`config.mk`:
```
export PLATFORM = sky130hd
export DESIGN_NAME = ram2e_dram_sched
export DESIGN_NICKNAME = d
export VERILOG_FILES = /design/src/rtl/ram2e_dram_sched.sv
export SDC_FILE = /design/constraint.sdc
export NUM_CORES = 1
export LEC_CHECK = 0
export BUFFER_PORTS_ARGS = -buffer_cell sky130_fd_sc_hd__buf_2
export CAP_MARGIN = 20
export CORE_UTILIZATION = 46
export CTS_CLUSTER_DIAMETER = 50
export DETAILED_ROUTE_END_ITERATION = 12
export PLACE_DENSITY_LB_ADDON = 0.3
export RECOVER_POWER = 25
export SKIP_CTS_REPAIR_TIMING = 1
export SYNTH_ARGS = -nofsm -noshare
export SYNTH_HDL_FRONTEND = slang
export SYNTH_SLANG_ARGS = --single-unit
export TNS_END_PERCENT = 100
```
`constraint.sdc`:
```
create_clock -name C14M -period 1.35 [get_ports C14M]
set_input_delay 0.27 -clock C14M [delete_from_list [all_inputs] [get_ports C14M]]
set_output_delay 0.27 -clock C14M [all_outputs]
set_load 0.1 [all_outputs]
```
`src/rtl/ram2e_dram_sched.sv`:
```
`default_nettype none
// ============================================================================
//  Module   : ram2e_dram_sched
//  Purpose  : DRAM cycle scheduler for the RAM2E. Runs on C14M, locks onto
//             the Apple II PHI1 phase and divides every Apple cycle into a
//             video slot, a shared mid slot (refresh or auxiliary access)
//             and a CPU slot. Produces registered RAS/CAS, the row-address
//             select for the bank-bit mux, read-data latch strobes and slot
//             status.
//  Revision : 1.0 - initial release
// ----------------------------------------------------------------------------
//  Ports
//    C14M     in   1  14.318 MHz clock, rising edge
//    nRST     in   1  asynchronous reset, active low
//    PHI1     in   1  Apple II PHI1 (asynchronous, registered once)
//    nEN80    in   1  80-column enable, active low; qualifies the CPU slot
//    AuxReq   in   1  auxiliary request, held until AuxAck
//    AuxAck   out  1  one-clock pulse, auxiliary data valid
//    nRAS     out  1  DRAM RAS, active low
//    nCAS     out  1  DRAM CAS, active low
//    RowSel   out  1  high while the row half of the bank address is driven
//    Slot     out  2  0 idle, 1 video, 2 mid (refresh/aux), 3 CPU
//    VidLatch out  1  latch video read data
//    CpuLatch out  1  latch CPU read data
//    AuxLatch out  1  latch aux read data
//    RefPend  out  2  pending refresh credits
// ============================================================================
module ram2e_dram_sched #(
    parameter int REF_DIV    = 13,  // Apple cycles per refresh credit
    parameter int REF_MAX    = 3,   // credit saturation value
    parameter int REF_URGENT = 2    // credits at which refresh beats aux
) (
    input  logic       C14M,
    input  logic       nRST,
    input  logic       PHI1,
    input  logic       nEN80,
    input  logic       AuxReq,
    output logic       AuxAck,
    output logic       nRAS,
    output logic       nCAS,
    output logic       RowSel,
    output logic [1:0] Slot,
    output logic       VidLatch,
    output logic       CpuLatch,
    output logic       AuxLatch,
    output logic [1:0] RefPend
);

    // ------------------------------------------------------------------------
    // Constants
    // ------------------------------------------------------------------------
    localparam int DIV_W = (REF_DIV > 1) ? $clog2(REF_DIV) : 1;

    localparam logic [DIV_W-1:0] c_div_last  = DIV_W'(REF_DIV - 1);
    localparam logic [DIV_W-1:0] c_div_one   = DIV_W'(1);
    localparam logic [1:0]       c_ref_max   = 2'(REF_MAX);
    localparam logic [1:0]       c_ref_urgent = 2'(REF_URGENT);

    localparam logic [3:0] c_s_idle = 4'd0;
    localparam logic [3:0] c_s_last = 4'd15;

    localparam logic [1:0] c_slot_idle = 2'd0;
    localparam logic [1:0] c_slot_vid  = 2'd1;
    localparam logic [1:0] c_slot_mid  = 2'd2;
    localparam logic [1:0] c_slot_cpu  = 2'd3;

    // Owner of the mid slot for the current Apple cycle.
    typedef enum logic [1:0] {
        GNT_NONE = 2'd0,
        GNT_REF  = 2'd1,
        GNT_AUX  = 2'd2
    } grant_e;

    // ------------------------------------------------------------------------
    // State
    // ------------------------------------------------------------------------
    logic             phi1_q,     phi1_d;
    logic             phi0seen_q, phi0seen_d;
    logic [3:0]       s_q,        s_d;
    logic [DIV_W-1:0] div_q,      div_d;
    logic [1:0]       refpend_q,  refpend_d;
    grant_e           grant_q,    grant_d;
    logic             cpuen_q,    cpuen_d;

    logic             nras_q,   nras_d;
    logic             ncas_q,   ncas_d;
    logic             rowsel_q, rowsel_d;
    logic [1:0]       slot_q,   slot_d;
    logic             vidl_q,   vidl_d;
    logic             cpul_q,   cpul_d;
    logic             auxl_q,   auxl_d;
    logic             ack_q,    ack_d;

    logic             w_sync;
    logic             w_credit;
    logic             w_refdone;

    // ------------------------------------------------------------------------
    // Registers
    // ------------------------------------------------------------------------
    always_ff @(posedge C14M or negedge nRST) begin
        if (!nRST) begin
            phi1_q     <= 1'b0;
            phi0seen_q <= 1'b0;
            s_q        <= c_s_idle;
            div_q      <= '0;
            refpend_q  <= 2'd0;
            grant_q    <= GNT_NONE;
            cpuen_q    <= 1'b0;
            nras_q     <= 1'b1;
            ncas_q     <= 1'b1;
            rowsel_q   <= 1'b0;
            slot_q     <= c_slot_idle;
            vidl_q     <= 1'b0;
            cpul_q     <= 1'b0;
            auxl_q     <= 1'b0;
            ack_q      <= 1'b0;
        end else begin
            phi1_q     <= phi1_d;
            phi0seen_q <= phi0seen_d;
            s_q        <= s_d;
            div_q      <= div_d;
            refpend_q  <= refpend_d;
            grant_q    <= grant_d;
            cpuen_q    <= cpuen_d;
            nras_q     <= nras_d;
            ncas_q     <= ncas_d;
            rowsel_q   <= rowsel_d;
            slot_q     <= slot_d;
            vidl_q     <= vidl_d;
            cpul_q     <= cpul_d;
            auxl_q     <= auxl_d;
            ack_q      <= ack_d;
        end
    end

    // ------------------------------------------------------------------------
    // Phase tracking, arbitration and refresh bookkeeping
    // ------------------------------------------------------------------------
    always_comb begin
        phi1_d     = PHI1;
        // Only accept a rising PHI1 once a low level has been registered, so
        // PHI1 already high when reset releases cannot fake a cycle start.
        phi0seen_d = phi0seen_q | ~phi1_q;
        w_sync     = PHI1 & ~phi1_q & phi0seen_q;

        // Sequencer: restart on sync, park at 0 before the first sync and at
        // 15 if PHI1 stops toggling.
        s_d = s_q;
        if (w_sync) begin
            s_d = 4'd1;
        end else if ((s_q != c_s_idle) && (s_q != c_s_last)) begin
            s_d = s_q + 4'd1;
        end

        // Mid-slot owner is fixed at S3 so a late AuxReq change cannot
        // disturb an access already under way.
        grant_d = grant_q;
        if (w_sync) begin
            grant_d = GNT_NONE;
        end else if (s_q == 4'd3) begin
            if (refpend_q >= c_ref_urgent) begin
                grant_d = GNT_REF;
            end else if (AuxReq) begin
                grant_d = GNT_AUX;
            end else if (refpend_q != 2'd0) begin
                grant_d = GNT_REF;
            end else begin
                grant_d = GNT_NONE;
            end
        end

        cpuen_d = cpuen_q;
        if (!w_sync && (s_q == 4'd5)) begin
            cpuen_d = ~nEN80;
        end

        // One refresh credit per REF_DIV cycle starts.
        w_credit = w_sync && (div_q == c_div_last);
        div_d    = div_q;
        if (w_sync) begin
            div_d = (div_q == c_div_last) ? '0 : (div_q + c_div_one);
        end

        // A credit is consumed when the refresh access is issued at S4.
        w_refdone = !w_sync && (s_q == 4'd4) && (grant_q == GNT_REF);

        refpend_d = refpend_q;
        case ({w_credit, w_refdone})
            2'b10: begin
                if (refpend_q < c_ref_max) begin
                    refpend_d = refpend_q + 2'd1;
                end
            end
            2'b01: begin
                if (refpend_q != 2'd0) begin
                    refpend_d = refpend_q - 2'd1;
                end
            end
            default: refpend_d = refpend_q;
        endcase
    end

    // ------------------------------------------------------------------------
    // Strobe decode. Each output is set up one clock ahead from the current
    // sequencer value so it appears registered for the following period.
    // ------------------------------------------------------------------------
    always_comb begin
        nras_d   = 1'b1;
        ncas_d   = 1'b1;
        rowsel_d = 1'b0;
        slot_d   = c_slot_idle;
        vidl_d   = 1'b0;
        cpul_d   = 1'b0;
        auxl_d   = 1'b0;
        ack_d    = 1'b0;

        if (w_sync) begin
            // Cycle start: open the video row; whatever was in progress is
            // dropped without latch or ack.
            nras_d = 1'b0;
        end else begin
            case (s_q)
                4'd1: begin
                    slot_d = c_slot_vid;
                    nras_d = 1'b0;
                end
                4'd2: begin
                    slot_d = c_slot_vid;
                    nras_d = 1'b0;
                    ncas_d = 1'b0;
                end
                4'd3: begin
                    slot_d = c_slot_vid;
                    ncas_d = 1'b0;
                    vidl_d = 1'b1;
                end
                4'd4: begin
                    slot_d = c_slot_mid;
                    if (grant_q == GNT_REF) begin
                        // CAS together with RAS: single-period refresh.
                        nras_d = 1'b0;
                        ncas_d = 1'b0;
                    end else if (grant_q == GNT_AUX) begin
                        rowsel_d = 1'b1;
                        nras_d   = 1'b0;
                    end
                end
                4'd5: begin
                    slot_d = c_slot_mid;
                    if (grant_q == GNT_AUX) begin
                        nras_d = 1'b0;
                        ncas_d = 1'b0;
                        auxl_d = 1'b1;
                        ack_d  = 1'b1;
                    end
                end
                4'd6: begin
                    slot_d   = c_slot_cpu;
                    rowsel_d = cpuen_q;
                end
                4'd7: begin
                    slot_d   = c_slot_cpu;
                    rowsel_d = cpuen_q;
                    nras_d   = ~cpuen_q;
                end
                4'd8, 4'd9: begin
                    slot_d = c_slot_cpu;
                    nras_d = ~cpuen_q;
                end
                4'd10: begin
                    slot_d = c_slot_cpu;
                    nras_d = ~cpuen_q;
                    ncas_d = ~cpuen_q;
                end
                4'd11: begin
                    slot_d = c_slot_cpu;
                    ncas_d = ~cpuen_q;
                    cpul_d = cpuen_q;
                end
                default: begin
                    slot_d = c_slot_idle;
                end
            endcase
        end
    end

    // ------------------------------------------------------------------------
    // Outputs
    // ------------------------------------------------------------------------
    assign nRAS     = nras_q;
    assign nCAS     = ncas_q;
    assign RowSel   = rowsel_q;
    assign Slot     = slot_q;
    assign VidLatch = vidl_q;
    assign CpuLatch = cpul_q;
    assign AuxLatch = auxl_q;
    assign AuxAck   = ack_q;
    assign RefPend  = refpend_q;

endmodule
`default_nettype wire

```
==> results by group, run 1 <==
Run status
  • Run status: complete, but fails checks
  • Violated checks: setup timing

Synthesis
  • Top-count cell post-synth: dfrtp_1
  • Top cell type by total area after synthesis: dfrtp_1
  • Seq/Total Area, Yosys: 0.450
  • Ys async rst share: 1.00
  • Syn Nets: 147
  • Syn Std Cell Area: 1280 um^2
  • Synth cell count leaders: dfrtp_1, nand2_1, o21ai_0
  • Yosys cell types: 34
  • EDFF count, synth: 0
  • Yosys reg bits: 23
  • Syn. warnings: 0
  • Mapped Avg Cell Area: 9.65 um^2
  • Top cell type's share of synthesized area: 0.409
  • Synth top area cells: dfrtp_1, ha_1, o21ai_0
  • Cells after Synth: 133
  • Ys flop type: dfrtp_1

Setup path
  • CP bufs+invs: 2
  • Slowest stage delay, CP: 380 ps
  • Critical path launch point: s_q[0]
  • Endpoint class of the critical path: flop
  • Crit-path cells: inv_2 -> buf_4 -> ha_4 -> mux2_4 -> o32ai_4 -> nand2b_1 -> a31oi_1
  • CP Data Arrival Time: 1640 ps
  • Max FO, Critical Path: 3
  • Req. time, crit path: 1590 ps
  • Setup crit start kind: flop
  • CP max-delay cell: dfrtp_1
  • Critical path's top delay family: flip-flops
  • Critical path class: reg2reg
  • Worst r2r src: s_q[0]

Final layout
  • Number of antenna diodes: 0
  • Finished Cell Area: 1690 um^2
  • Layout Area Growth over Synthesis: 31.7%
  • NumNets Final: 177
  • Ratio of cells with drive above 1 in the final layout: 0.346
  • Final Util: 0.658
  • Finished Layout Cells: 192
  • Multi-input gate area: 702 um^2
  • Reg area: 582 um^2
  • Filler cells: 203

Placement
  • Gp weighted congestion: 0.907
  • Placed insts: 186
  • Post-place instance area: 1540 um^2
  • Place WS: -57.7 ps
  • Port bufs: 15
  • Hpwl dp: 1890 um

Timing
  • Skew final: 1.25 ps
  • Fmax: 711 MHz
  • Final setup vio count: 5
  • Final-report hold violation count: 0
  • RSZ-0062 raised after global routing: true
  • Setup slack after layout: -57.0 ps
  • Final worst-path cycle share: 1.04
  • Period minus WS final: 1410 ps
  • Pins over their slew limit: 0
  • Slew headroom: 0.634
  • Hold Slack: 97.0 ps
  • Total negative slack: -84.1 ps
  • Worst-Margin Slew: 549 ps

Drt
  • Routed Antenna Nets: 0
  • Wire length per cell: 13.4 um
  • Via count: 1,050
  • Met2 WL: 1330 um
  • Met3 wire len: 70 um
  • Met1 WL: 1150 um
  • Initial DRC Count: 12
  • Drt pass-1 iters: 4
  • Vias per Instance: 5.47
  • Top Layer Used: met4
  • Detailed Route WL: 2570 um
  • Drc violations: 0

Clocking
  • Root Buffer: clkbuf_4
  • H-Tree Depth: 1
  • CTS tree: built
  • Max clock buf depth: 2
  • Total CTS buffers: 3
  • Clk Latency, worst-skew pair: 300 ps
  • Clock Sinks: 23
  • Reg clk slew, reported paths: 120 ps

GRT
  • Number of global-route vias before repair: 945
  • Total grt overflow: 0
  • Initial antenna violation count: 0
  • GRT Util Overall: 0.195
  • Largest net degree at the start of global routing: 24
  • First-pass GRT wire length: 4090 um

Die
  • Core Footprint: 2570 um^2
  • I/O Pins: 16
  • Die Ht: 54.8 um
  • Rows: 18
  • Die footprint: 3010 um^2
  • Die width: 54.8 um
  • Starting Density: 0.500

Power and ir drop
  • Total power: 3.94 mW
  • PwrDens: 2330 nW/um^2
  • VDD IR max: 1930 uV
  • LEAKAGE: 0.752 nW

Min path
  • Hold Startpoint: PHI1
  • Min-Delay Path Class: in2reg

Job
  • Max_cap viols: 0
[state kept, by name (all words and copies together), names as in the netlist]
name / cells
div_q: 4
s_q: 4
RefPend: 2
Slot: 2
grant_q: 2
AuxAck: 1
CpuLatch: 1
RowSel: 1
VidLatch: 1
cpuen_q: 1
nCAS: 1
nRAS: 1
phi0seen_q: 1
phi1_q: 1
[placed cells by master (no fill, tap or decap), drive strengths merged, types with 4 or more instances in the layout]
cell type  Yosys  final
buf            8     23
dfrtp         21     21
nand2         15     15
o21ai         13     13
clkbuf         0     13
inv           10     10
nor2           9      9
ha             9      9
nor3           6      6
a21oi          5      5
nand3          4      4
[worst reg2reg max path, cell delays in order (launching register included)]
cell	delay [ps]
dfrtp_1	380
inv_2	70
buf_4	140
ha_4	150
mux2_4	280
o32ai_4	90
nand2b_1	80
a31oi_1	160
[kinds of logic (layout without fill, tap and decap cells)]
group / after synthesis / after routing / share of synthesized area
AOI/OAI and AO/OA: 28 / 28 / 0.144
xor gates and xnor gates: 2 / 2 / 0.0136
adders and majority gates: 9 / 9 / 0.0877
buffers and inverters: 18 / 47 / 0.0770
DFF: 23 / 23 / 0.450
muxes: 4 / 4 / 0.0351
and+or+nand+nor: 49 / 49 / 0.192
[final cells by class]
type	instances	area share
Clock buffer	4	0.0155
Inverter	10	0.0222
Timing Repair Buffer	33	0.181
Sequential cell	23	0.344
Multi-Input combinational cell	92	0.415
Tap cell	30	0.0222
[path summary, 6_finish.rpt]
path | end | slack, ps | cells past startpoint
worst max register to register | nRAS | -60 | 7
worst min register to register | phi0seen_q | 470 | 1
min in group asynchronous | Slot[0] | 470 | 2
worst max-delay path | nRAS | -60 | 7
max in group asynchronous | RefPend[1] | 490 | 2
worst min-delay path | phi1_q | 100 | 1
[routing by layer]
metal,global-route usage,up-vias
met4,0.0897,0
met3,0.0306,2
met2,0.323,26
met5,0,-
met1,0.244,502
li1,-,520
[power by group]
part           internal, mW  switching (mW)  leakage [nW]
Clock                 0.115           0.194        0.0150
Sequential            0.921           0.218         0.275
Combinational          1.03            1.46         0.462
Power figures use the tool's default switching activity.
==> run 2: changes to the inputs <==
- MAX_ROUTING_LAYER: not set -> met4
==> results by group, run 2 (synthesis gave the netlist of run 1 again) <==
Final layout
  • Number of antenna diodes: 0 (unchanged)
  • Final Util: 0.658 (unchanged)
  • Finished Layout Cells: 192 (unchanged)
  • NumNets Final: 177 (unchanged)
  • Filler cells: 203 (unchanged)
  • Commonest non-fill, non-tap cell in the layout: dfrtp_1
  • Largest regs: div_q: 4 flops, s_q: 4 flops
  • Ratio of cells with drive above 1 in the final layout: 0.346 (unchanged)
  • Layout Area Growth over Synthesis: 31.7% (unchanged)
  • Most frequent cells in the layout: dfrtp_1, nand2_1, buf_4
  • Finished Cell Area: 1690 um^2 (unchanged)

GRT
  • Largest net degree at the start of global routing: 24 (unchanged)
  • First-pass GRT wire length: 4100 um (+0.17%)
  • Total grt overflow: 0 (unchanged)
  • Number of global-route vias before repair: 944 (-0.11%)
  • Initial antenna violation count: 0 (unchanged)
  • GRT Util Overall: 0.200 (+0.00558)

Timing
  • Final setup vio count: 4 (-1)
  • Setup slack after layout: -56.6 ps (+0.375 ps)
  • Period minus WS final: 1410 ps (-0.375 ps)
  • Skew final: 1.37 ps (+0.120 ps)
  • Pins over their slew limit: 0 (unchanged)
  • Final worst-path cycle share: 1.04 (about the same)
  • Total negative slack: -78.9 ps (+5.26 ps)
  • Worst-Margin Slew: 548 ps (-1.03 ps)
  • Hold Slack: 97.3 ps (+0.322 ps)
  • RSZ-0062 raised after global routing: true
  • Fmax: 711 MHz (about the same)
  • Final-report hold violation count: 0 (unchanged)
  • Slew headroom: 0.634 (+0.000688)

Placement
  • Port bufs: 15 (unchanged)
  • Post-place instance area: 1540 um^2 (unchanged)
  • Placed insts: 186 (unchanged)
  • Place WS: -57.7 ps (unchanged)
  • Gp weighted congestion: 0.923 (+1.7%)
  • Hpwl dp: 1890 um (unchanged)

Min path
  • Min-Delay Path Class: in2reg
  • WHS Path Cells: 1 (unchanged)

Die
  • Core Footprint: 2570 um^2 (unchanged)
  • Starting Density: 0.500 (unchanged)
  • Rows: 18 (unchanged)
  • Die footprint: 3010 um^2 (unchanged)
  • Die width: 54.8 um (unchanged)
  • I/O Pins: 16 (unchanged)
  • Die Ht: 54.8 um (unchanged)

Job
  • Max_cap viols: 0 (unchanged)

Setup path
  • Max FO, Critical Path: 3 (unchanged)
  • Setup crit start kind: flop
  • Req. time, crit path: 1590 ps (about the same)
  • CP Data Arrival Time: 1640 ps (about the same)
  • Critical path class: reg2reg
  • Reg2reg path depth: 7 (unchanged)
  • Endpoint class of the critical path: flop

Power and ir drop
  • Total power: 3.94 mW (about the same)
  • LEAKAGE: 0.752 nW (unchanged)
  • PwrDens: 2330 nW/um^2 (about the same)
  • VDD IR max: 1930 uV (about the same)

Drt
  • Detailed Route WL: 2580 um (+0.39%)
  • Vias per Instance: 5.46 (-0.19%)
  • Wire length per cell: 13.4 um (+0.39%)
  • Initial DRC Count: 12 (unchanged)
  • Drc violations: 0 (unchanged)
  • Drt pass-1 iters: 4 (unchanged)
  • Via count: 1,048 (-0.19%)
  • Routed Antenna Nets: 0 (unchanged)

Clocking
  • Total CTS buffers: 3 (unchanged)
  • H-Tree Depth: 1 (unchanged)
  • Clk Latency, worst-skew pair: 300 ps (about the same)
  • Clock Sinks: 23 (unchanged)
  • CTS tree: built
  • Root Buffer: clkbuf_4
  • Max clock buf depth: 2 (unchanged)
  • Reg clk slew, reported paths: 120 ps (about the same)

Run status
  • Run status: complete, but fails checks
  • Violated checks: setup timing
## run 2: cell counts in the layout (fill, tap and decap cells not counted)
Identical to the previous run, type by type.
## run 2: worst max-delay path, cell delays in order (launching register included)
cell      delay (ps)
dfrtp_1          380
inv_2             70
buf_4            140
ha_4             150
mux2_4           280
o32ai_4           90
nand2b_1          80
a31oi_1          160
## run 2: worst paths after layout
path | start | end | slack [ps]
setup / recovery | s_q[0] | nRAS | -60
hold / removal | PHI1 | phi1_q | 100
setup reg to reg | s_q[0] | nRAS | -60
hold reg to reg | phi1_q | phi0seen_q | 470
max in group asynchronous | nRST | RefPend[1] | 490
min in group asynchronous | nRST | Slot[0] | 470
## run 2: cell type report
| cell class | count | area [um^2] | area share |
|---|---|---|---|
| Multi-Input combinational cell | 92 | 702 | 0.415 |
| Sequential cell | 23 | 582 | 0.344 |
| Timing Repair Buffer | 33 | 305 | 0.181 |
| Inverter | 10 | 37.5 | 0.0222 |
| Tap cell | 30 | 37.5 | 0.0222 |
| Clock buffer | 4 | 26.3 | 0.0155 |
## run 2: per-layer routing
| metal | wire [um] | global-route usage | vias up |
|---|---|---|---|
| li1 | - | - | 521 |
| met3 | 66 | 0.0306 | 2 |
| met2 | 1350 | 0.323 | 22 |
| met1 | 1150 | 0.244 | 503 |
| met4 | 12 | 0.0897 | 0 |
| met5 | 0 | - | - |
## run 2: power by group
part	internal, mW	leakage [nW]	switching (mW)
logic	1.03	0.462	1.46
registers	0.921	0.275	0.217
clock network	0.115	0.0150	0.194
==> run 3: changes to the inputs <==
- CORE_UTILIZATION: 46 -> 51
- RECOVER_POWER: 25 -> 100
==> results by group, run 3 (synthesis gave the netlist of run 1 again) <==
Power and ir drop
  • Logic pwr share: 0.654 (+0.021)
  • Total power: 4.21 mW (+6.9%)
  • Switching Fraction: 0.478 (+0.00321)
  • Seq pwr share: 0.270 (-0.019)
  • P_sw: 2.02 mW (+7.6%)
  • Power Internal: 2.20 mW (+6.2%)
  • PwrDens: 2420 nW/um^2 (+3.6%)
  • LEAKAGE: 0.780 nW (+3.7%)
  • Clk pwr share: 0.076 (-0.002)
  • VDD IR max: 2150 uV (+11%)

Drt
  • Vias per Instance: 5.58 (+2.2%)
  • Drc violations: 0 (unchanged)
  • Wire length per cell: 14.5 um (+8.1%)
  • Drt pass-1 iters: 4 (unchanged)
  • Detailed Route WL: 2790 um (+8.1%)
  • Via count: 1,071 (+2.2%)
  • Routed Antenna Nets: 0 (unchanged)
  • Initial DRC Count: 20 (+8)

Clocking
  • Reg clk slew, reported paths: 130 ps (about the same)
  • Clock Sinks: 23 (unchanged)
  • Root Buffer: clkbuf_4
  • CTS tree: built
  • Total CTS buffers: 3 (unchanged)
  • Max clock buf depth: 2 (unchanged)
  • H-Tree Depth: 1 (unchanged)
  • Clk Latency, worst-skew pair: 310 ps (about the same)

Die
  • Rows: 17 (-1)
  • Die width: 52.2 um (-4.8%)
  • Core Footprint: 2300 um^2 (-11%)
  • I/O Pins: 16 (unchanged)
  • Die Ht: 52.2 um (-4.8%)
  • Starting Density: 0.559 (+0.0588)
  • Die footprint: 2720 um^2 (-9.5%)

Setup path
  • Critical path class: reg2reg
  • Endpoint class of the critical path: flop
  • Reg2reg path depth: 7 (unchanged)
  • RR Endpoint: nRAS
  • Max FO, Critical Path: 2 (-1)
  • CP Data Arrival Time: 1640 ps (about the same)
  • R2R setup slack: -50 ps (about the same)
  • Req. time, crit path: 1590 ps (about the same)
  • Setup crit start kind: flop
  • Worst r2r src: s_q[0]

Min path
  • WHS Path Cells: 1 (unchanged)
  • Min-Delay Path Class: in2reg
  • Hold Startpoint: PHI1
  • Worst hold endpoint: phi1_q

Timing
  • Period minus WS final: 1400 ps (-4.04 ps)
  • Pins over their slew limit: 0 (unchanged)
  • Setup slack after layout: -52.6 ps (+4.04 ps)
  • RSZ-0062 raised after global routing: true
  • Final setup vio count: 2 (-2)
  • Fmax: 713 MHz (+0.29%)
  • Worst-Margin Slew: 565 ps (+16.4 ps)
  • Final worst-path cycle share: 1.04 (-0.00299)
  • Final-report hold violation count: 0 (unchanged)
  • Skew final: 6.74 ps (+5.37 ps)
  • Slew headroom: 0.623 (-0.0109)

GRT
  • Total grt overflow: 0 (unchanged)
  • Number of global-route vias before repair: 1,083 (+15%)
  • First-pass GRT wire length: 4570 um (+11%)
  • Initial antenna violation count: 0 (unchanged)
  • GRT Util Overall: 0.236 (+0.0352)
  • Largest net degree at the start of global routing: 24 (unchanged)

Final layout
  • NumNets Final: 179 (+1.1%)
  • Number of antenna diodes: 0 (unchanged)
  • Filler cells: 158 (-22%)
  • Layout Area Growth over Synthesis: 35.9%
  • Ratio of cells with drive above 1 in the final layout: 0.384 (+0.0385)
  • Most frequent cells in the layout: dfrtp_1, nand2_1, buf_4
  • Final Util: 0.759 (+0.101)
  • Commonest non-fill, non-tap cell in the layout: dfrtp_1
  • Largest regs: div_q: 4 flops, s_q: 4 flops

Job
  • Max_cap viols: 0 (unchanged)

Placement
  • Place WS: -83.5 ps (-25.8 ps)
  • Hpwl dp: 1990 um (+5.5%)
  • Gp weighted congestion: 0.949 (+2.8%)
  • Port bufs: 15 (unchanged)

Run status
  • Run status: complete, but fails checks
  • Violated checks: setup timing
[run 3: critical path, stage by stage (launching register included)]
cell,delay [ps]
dfrtp_1,400
inv_2,50
buf_6,120
ha_4,150
mux2_4,270
o32ai_2,130
nand2b_1,80
a31oi_1,140
[run 3: worst max path at each step]
| stage | start | end | slack, ps | depth (start not counted) |
|---|---|---|---|---|
| 2_1_floorplan | s_q[1] | nRAS | -2 | 6 |
| 4_1_cts | s_q[1] | nRAS | -110 | 6 |
| 5_1_grt | s_q[1] | nRAS | -110 | 6 |
| 3_5_place_dp | s_q[1] | nRAS | -80 | 6 |
| 3_3_place_gp | s_q[1] | nRAS | -20 | 6 |
| 6_report | s_q[0] | nRAS | -50 | 7 |
[run 3: metal layers]
metal | GRT usage | share of wire
met5 | - | 0
met4 | 0.0833 | 0
met3 | 0.0319 | 0.038
met2 | 0.406 | 0.53
met1 | 0.283 | 0.43
[run 3: power by group through the flow]
stage	logic [mW]	registers, mW	clock network [mW]
after floorplan	1.02	1.66	0
after global placement	2.13	1.11	0
after detailed placement	2.21	1.13	0
after CTS	2.22	1.11	0.333
after global routing	2.95	1.17	0.356
final	2.76	1.14	0.319
[run 3: stage by stage]
step           instance area (um^2)  TNS [ps]  hold WS [ps]  std cells
2_1_floorplan                  1300     -1.52         -25.6        133
3_3_place_gp                   1520     -15.1           261        184
3_5_place_dp                   1520      -339           271        184
4_1_cts                        1550      -661         -83.4        188
5_1_grt                        1740      -787          72.1        192
6_report                       1740     -79.1          84.3        192
[run 3: area by class of cell]
| type | instances | area, um^2 | share of cell area |
|---|---|---|---|
| sequential | 23 | 582 | 0.334 |
| inverter | 10 | 37.5 | 0.0215 |
| multi-input combinational | 92 | 742 | 0.425 |
| clock inverter | 1 | 5.00 | 0.00287 |
| timing repair buffer | 35 | 320 | 0.184 |
| clock buffer | 3 | 22.5 | 0.0129 |
| tap | 28 | 35.0 | 0.0201 |
